[config.mk]
export PLATFORM = sky130hd
export DESIGN_NAME = rv_iopmp_err_capture
export DESIGN_NICKNAME = d
export VERILOG_FILES = /design/src/rtl/rv_iopmp_err_capture.sv
export SDC_FILE = /design/constraint.sdc
export NUM_CORES = 1
export LEC_CHECK = 0
export BUFFER_PORTS_ARGS = -buffer_cell sky130_fd_sc_hd__buf_2
export CORE_ASPECT_RATIO = 0.9
export CORE_UTILIZATION = 45
export CTS_CLUSTER_SIZE = 8
export DETAILED_ROUTE_END_ITERATION = 10
export GPL_ROUTABILITY_DRIVEN = 0
export PLACE_DENSITY_LB_ADDON = 0.15
export SLEW_MARGIN = 40
export SYNTH_ARGS = -nofsm -noshare
export SYNTH_HDL_FRONTEND = slang
export SYNTH_SLANG_ARGS = --single-unit
[constraint.sdc]
create_clock -name clk_i -period 1.8 [get_ports clk_i]
set_input_delay 0.18 -clock clk_i [delete_from_list [all_inputs] [get_ports clk_i]]
set_output_delay 0.18 -clock clk_i [all_outputs]
set_load 0.05 [all_outputs]
[src/rtl/rv_iopmp_err_capture.sv]
// IOPMP error-record capture: latches the first qualified error, counts errors dropped
// while a record is held, and drives the level interrupt.
//
// state | meaning
// EMPTY | no record held; the next qualified error is captured
// HELD  | record frozen until software clears it; further errors are counted
module rv_iopmp_err_capture #(
   parameter int SID_WIDTH  = 8,
   parameter int ADDR_WIDTH = 64,
   parameter int CNT_WIDTH  = 8
) (
   input  logic                  clk_i,
   input  logic                  rst_i,
   input  logic                  enable_i,
   input  logic                  err_transaction_i,
   input  logic [2:0]            err_type_i,
   input  logic [15:0]           err_entry_index_i,
   input  logic [SID_WIDTH-1:0]  err_sid_i,
   input  logic [ADDR_WIDTH-1:0] err_addr_i,
   input  logic [1:0]            err_ttype_i,
   input  logic                  ie_i,
   input  logic                  clr_i,
   output logic                  err_valid_o,
   output logic [2:0]            err_type_o,
   output logic [1:0]            err_ttype_o,
   output logic [15:0]           err_entry_index_o,
   output logic [SID_WIDTH-1:0]  err_sid_o,
   output logic [ADDR_WIDTH-1:0] err_addr_o,
   output logic                  err_mv_o,
   output logic [CNT_WIDTH-1:0]  err_drop_cnt_o,
   output logic                  irq_o
);

   typedef enum logic {EMPTY = 1'b0, HELD = 1'b1} state_t;

   state_t state;
   logic   qerr;

   assign qerr        = err_transaction_i & enable_i & (err_type_i != 3'd0);
   assign err_valid_o = (state == HELD);
   assign irq_o       = err_valid_o & ie_i;

   always_ff @(posedge clk_i) begin
      if (rst_i) begin
         state             <= EMPTY;
         err_type_o        <= '0;
         err_ttype_o       <= '0;
         err_entry_index_o <= '0;
         err_sid_o         <= '0;
         err_addr_o        <= '0;
         err_mv_o          <= 1'b0;
         err_drop_cnt_o    <= '0;
      end else begin
         case (state)
            EMPTY: begin
               if (qerr) begin
                  state             <= HELD;
                  err_type_o        <= err_type_i;
                  err_ttype_o       <= err_ttype_i;
                  err_entry_index_o <= err_entry_index_i;
                  err_sid_o         <= err_sid_i;
                  err_addr_o        <= err_addr_i;
               end
            end
            HELD: begin
               if (clr_i) begin
                  // Clear wins first; a same-cycle error becomes the new record.
                  err_mv_o       <= 1'b0;
                  err_drop_cnt_o <= '0;
                  if (qerr) begin
                     err_type_o        <= err_type_i;
                     err_ttype_o       <= err_ttype_i;
                     err_entry_index_o <= err_entry_index_i;
                     err_sid_o         <= err_sid_i;
                     err_addr_o        <= err_addr_i;
                  end else begin
                     state <= EMPTY;
                  end
               end else if (qerr) begin
                  err_mv_o <= 1'b1;
                  if (err_drop_cnt_o != {CNT_WIDTH{1'b1}})
                     err_drop_cnt_o <= err_drop_cnt_o + CNT_WIDTH'(1);
               end
            end
            default: state <= EMPTY;
         endcase
      end
   end

endmodule

==> results.md <==
Run status
• result of the run: completed

GRT
• global-route wire length before repair: 14900 um
• grt total ovfl: 0
• number of antenna violations at the first check in global routing: 0
• met3 GRT Util: 7.90%
• global-route usage over all layers: 21.1%
• number of global-route vias before repair: 3441
• fraction of met1 tracks used by global routing: 23.7%
• pin count of the biggest net entering global routing: 94
• met2 Use GR: 37.9%
• Most Crowded Layer GR: met2

Setup path
• number of cells on the worst reg-to-reg path: 5
• register-to-register path setup slack: 0.19 ns
• Data arrival, critical path: 1.89 ns
• reg-to-reg startpoint: err_drop_cnt_o[0]
• endpoint of the worst setup timing path: err_drop_cnt_o[5]
• Crit Path Category: register to register
• r2r endpoint: err_drop_cnt_o[5]
• CP cell instances: ha_1 > nand4_1 > o21ai_2 > or4_1 > a31oi_1
• type of origin of the critical path: register
• Critical Path End Type: register
• Crit-path slowest cell: or4_1
• worst setup path start: err_drop_cnt_o[0]
• largest stage delay on the critical path: 0.48 ns
• required time of the worst setup path: 2.08 ns
• maximum net fanout on the critical path: 6

Final layout
• ratio of cells with drive above 1 in the final layout: 35.0%
• final instance count without filler cells: 765
• number of antenna repair diodes: 0
• signed area change from the synthesized netlist to the final layout: 32.7%
• utilization after layout: 62.3%
• net count of the finished layout: 761

Yosys
• cell count after synthesis: 472
• Synth Register Bits: 103
• Synthesized Nets: 572
• library cell occupying the most area in the post-synthesis netlist: dfxtp_1
• Main synth FF type: dfxtp_1
• Post-synth top cells: nand2_1, dfxtp_1, a21oi_1, clkbuf_1, buf_2
• number of synthesized flops with an enable pin: 0
• share of synthesized area occupied by flip-flops and latches: 53.9%
• post-synth top area share: 53.9%
• total of warnings raised by yosys: 0
• cell with the most instances after synthesis: nand2_1
• synthesized area: 3820 um^2
• count of unique library cells instantiated by Yosys: 37
• dominant cells by area after synthesis: dfxtp_1, nand2_1, a21oi_1
• Mean Syn Cell Area: 8.10 um^2
• share of flip-flops with an asynchronous set or reset after synthesis: 0%

Routing
• DRC Markers: 0
• via density per instance: 4.99
• number of iterations in the first detailed-routing pass: 5
• ANT nets after route: 0
• routed via count: 3818
• final wirelength: 9650 um
• drt first-iter violations: 117
• average routed wire per standard cell: 12.6 um

Run
• max cap viols: 0

Floorplan
• height of the die: 89.4 um
• core outline area: 8150 um^2
• die area: 8870 um^2
• Initial Utilization: 46.9%
• number of I/O pins: 203
• die outline width: 99.2 um
• number of core rows: 31

Timing
• number of endpoints failing setup at the final stage: 0
• actual slew at the worst max-slew pin: 0.442 ns
• max frequency: 619 MHz
• count of final max-slew check failures: 0
• Worst Slack Setup Final: 0.186 ns
• final worst path period need: 1.61 ns
• hold violation total from the final report: 0
• final total negative setup slack: 0 ns
• period utilization: 89.7%
• Slew Limit Headroom: 70.5%
• RSZ-0062 raised after global routing: false
• Final Skew: 0.00652 ns

Clocking
• number of post-CTS setup repair buffers: 0
• maximum clock path buffer count: 2
• insertion delay to the later sink of the worst-skew pair: 0.35 ns
• Reg clk slew, reported paths: 0.09 ns
• CTS Root Cell: clkbuf_8
• clock tree from TritonCTS: built
• number of hold buffers added after CTS: 0
• deepest level of the CTS H-tree: 3
• count of clock tree sinks: 103
• post-cts repair resize count: 0
• Inserted Clock Buffers: 9

Power
• power density cells: 931 nW/um^2
• static leakage: 2.33 nW
• total design power: 4.72 mW
• Max IR drop VDD: 0.508 mV

Place
• post-placement setup slack: 0.235 ns
• Port-buffer cells: 202
• Cell Count Post-Placement: 749
• Detail Placement HPWL: 6730 um

Worst hold path
• HP Class: input port to register

[report_power, final]
part / switching (mW) / internal (mW)
logic: 0.599 / 0.233
registers: 0.0445 / 2.37
clock network: 0.745 / 0.722
total: 1.39 / 3.33
[area by class of cell]
type,count,area [um^2]
repair buffers,210,1110
fillers,769,3070
clock buffers,12,155
multi-input cells,335,1560
well taps,99,124
flip-flops and latches,103,2060
clock inverters,4,53.8
inverters,2,7.51
[cells in the final DEF, fill, tap and decap left out, drive strengths merged, types with 3 or more instances in the layout]
cell type,count
a21oi,97
a31oi,4
dfxtp,103
a211oi,3
nand3,5
buf,210
clkbuf,12
nor2b,3
nand2,189
nand2b,5
o21ai,6
[state kept, by name, summed over array words and instances, names as in the netlist]
signal,cells
err_addr_o,64
err_entry_index_o,16
err_drop_cnt_o,8
err_sid_o,8
err_type_o,3
err_ttype_o,2
err_mv_o,1
err_valid_o,1
[cell families after synthesis]
| kind of cell | after synthesis | synth area share [%] |
|---|---|---|
| fa+ha+maj | 1 | 0.327 |
| compound gates | 118 | 17.3 |
| simple gates | 216 | 23.1 |
| flops | 103 | 53.9 |
| buf+inv | 34 | 5.27 |
[critical path: cells and delay by family (launching register included)]
kind            cells  cell delay [ns]
compound gates      2             0.29
simple gates        2             0.63
flops               1             0.36
fa+ha+maj           1             0.26
[layer usage]
layer / share of wire [%] / up-vias
met1: 41 / 1739
met5: 0 / -
met4: 1.6 / 0
met3: 7.8 / 13
met2: 49 / 136
li1: - / 1930
[worst min path at each step]
| stage | from | end | slack (ns) | depth (start not counted) |
|---|---|---|---|---|
| 6_report | err_addr_i[59] | err_addr_o[59] | 0.05 | 3 |
| 2_1_floorplan | err_addr_i[54] | err_addr_o[54] | 0.32 | 2 |
| 5_1_grt | err_ttype_i[1] | err_ttype_o[1] | 0.02 | 3 |
| 3_3_place_gp | err_entry_index_i[15] | err_entry_index_o[15] | 0.42 | 3 |
| 3_5_place_dp | err_addr_i[59] | err_addr_o[59] | 0.43 | 3 |
| 4_1_cts | err_addr_i[59] | err_addr_o[59] | 0.04 | 3 |
[metrics by stage]
| stage | hold WS [ns] | area (um^2) |
|---|---|---|
| floorplan | 0.316 | 3820 |
| global placement | 0.420 | 4860 |
| detailed placement | 0.427 | 4860 |
| CTS | 0.0360 | 5070 |
| global route | 0.0223 | 5070 |
| finish | 0.0517 | 5070 |
No activity file was read; power rests on OpenSTA's default activity.
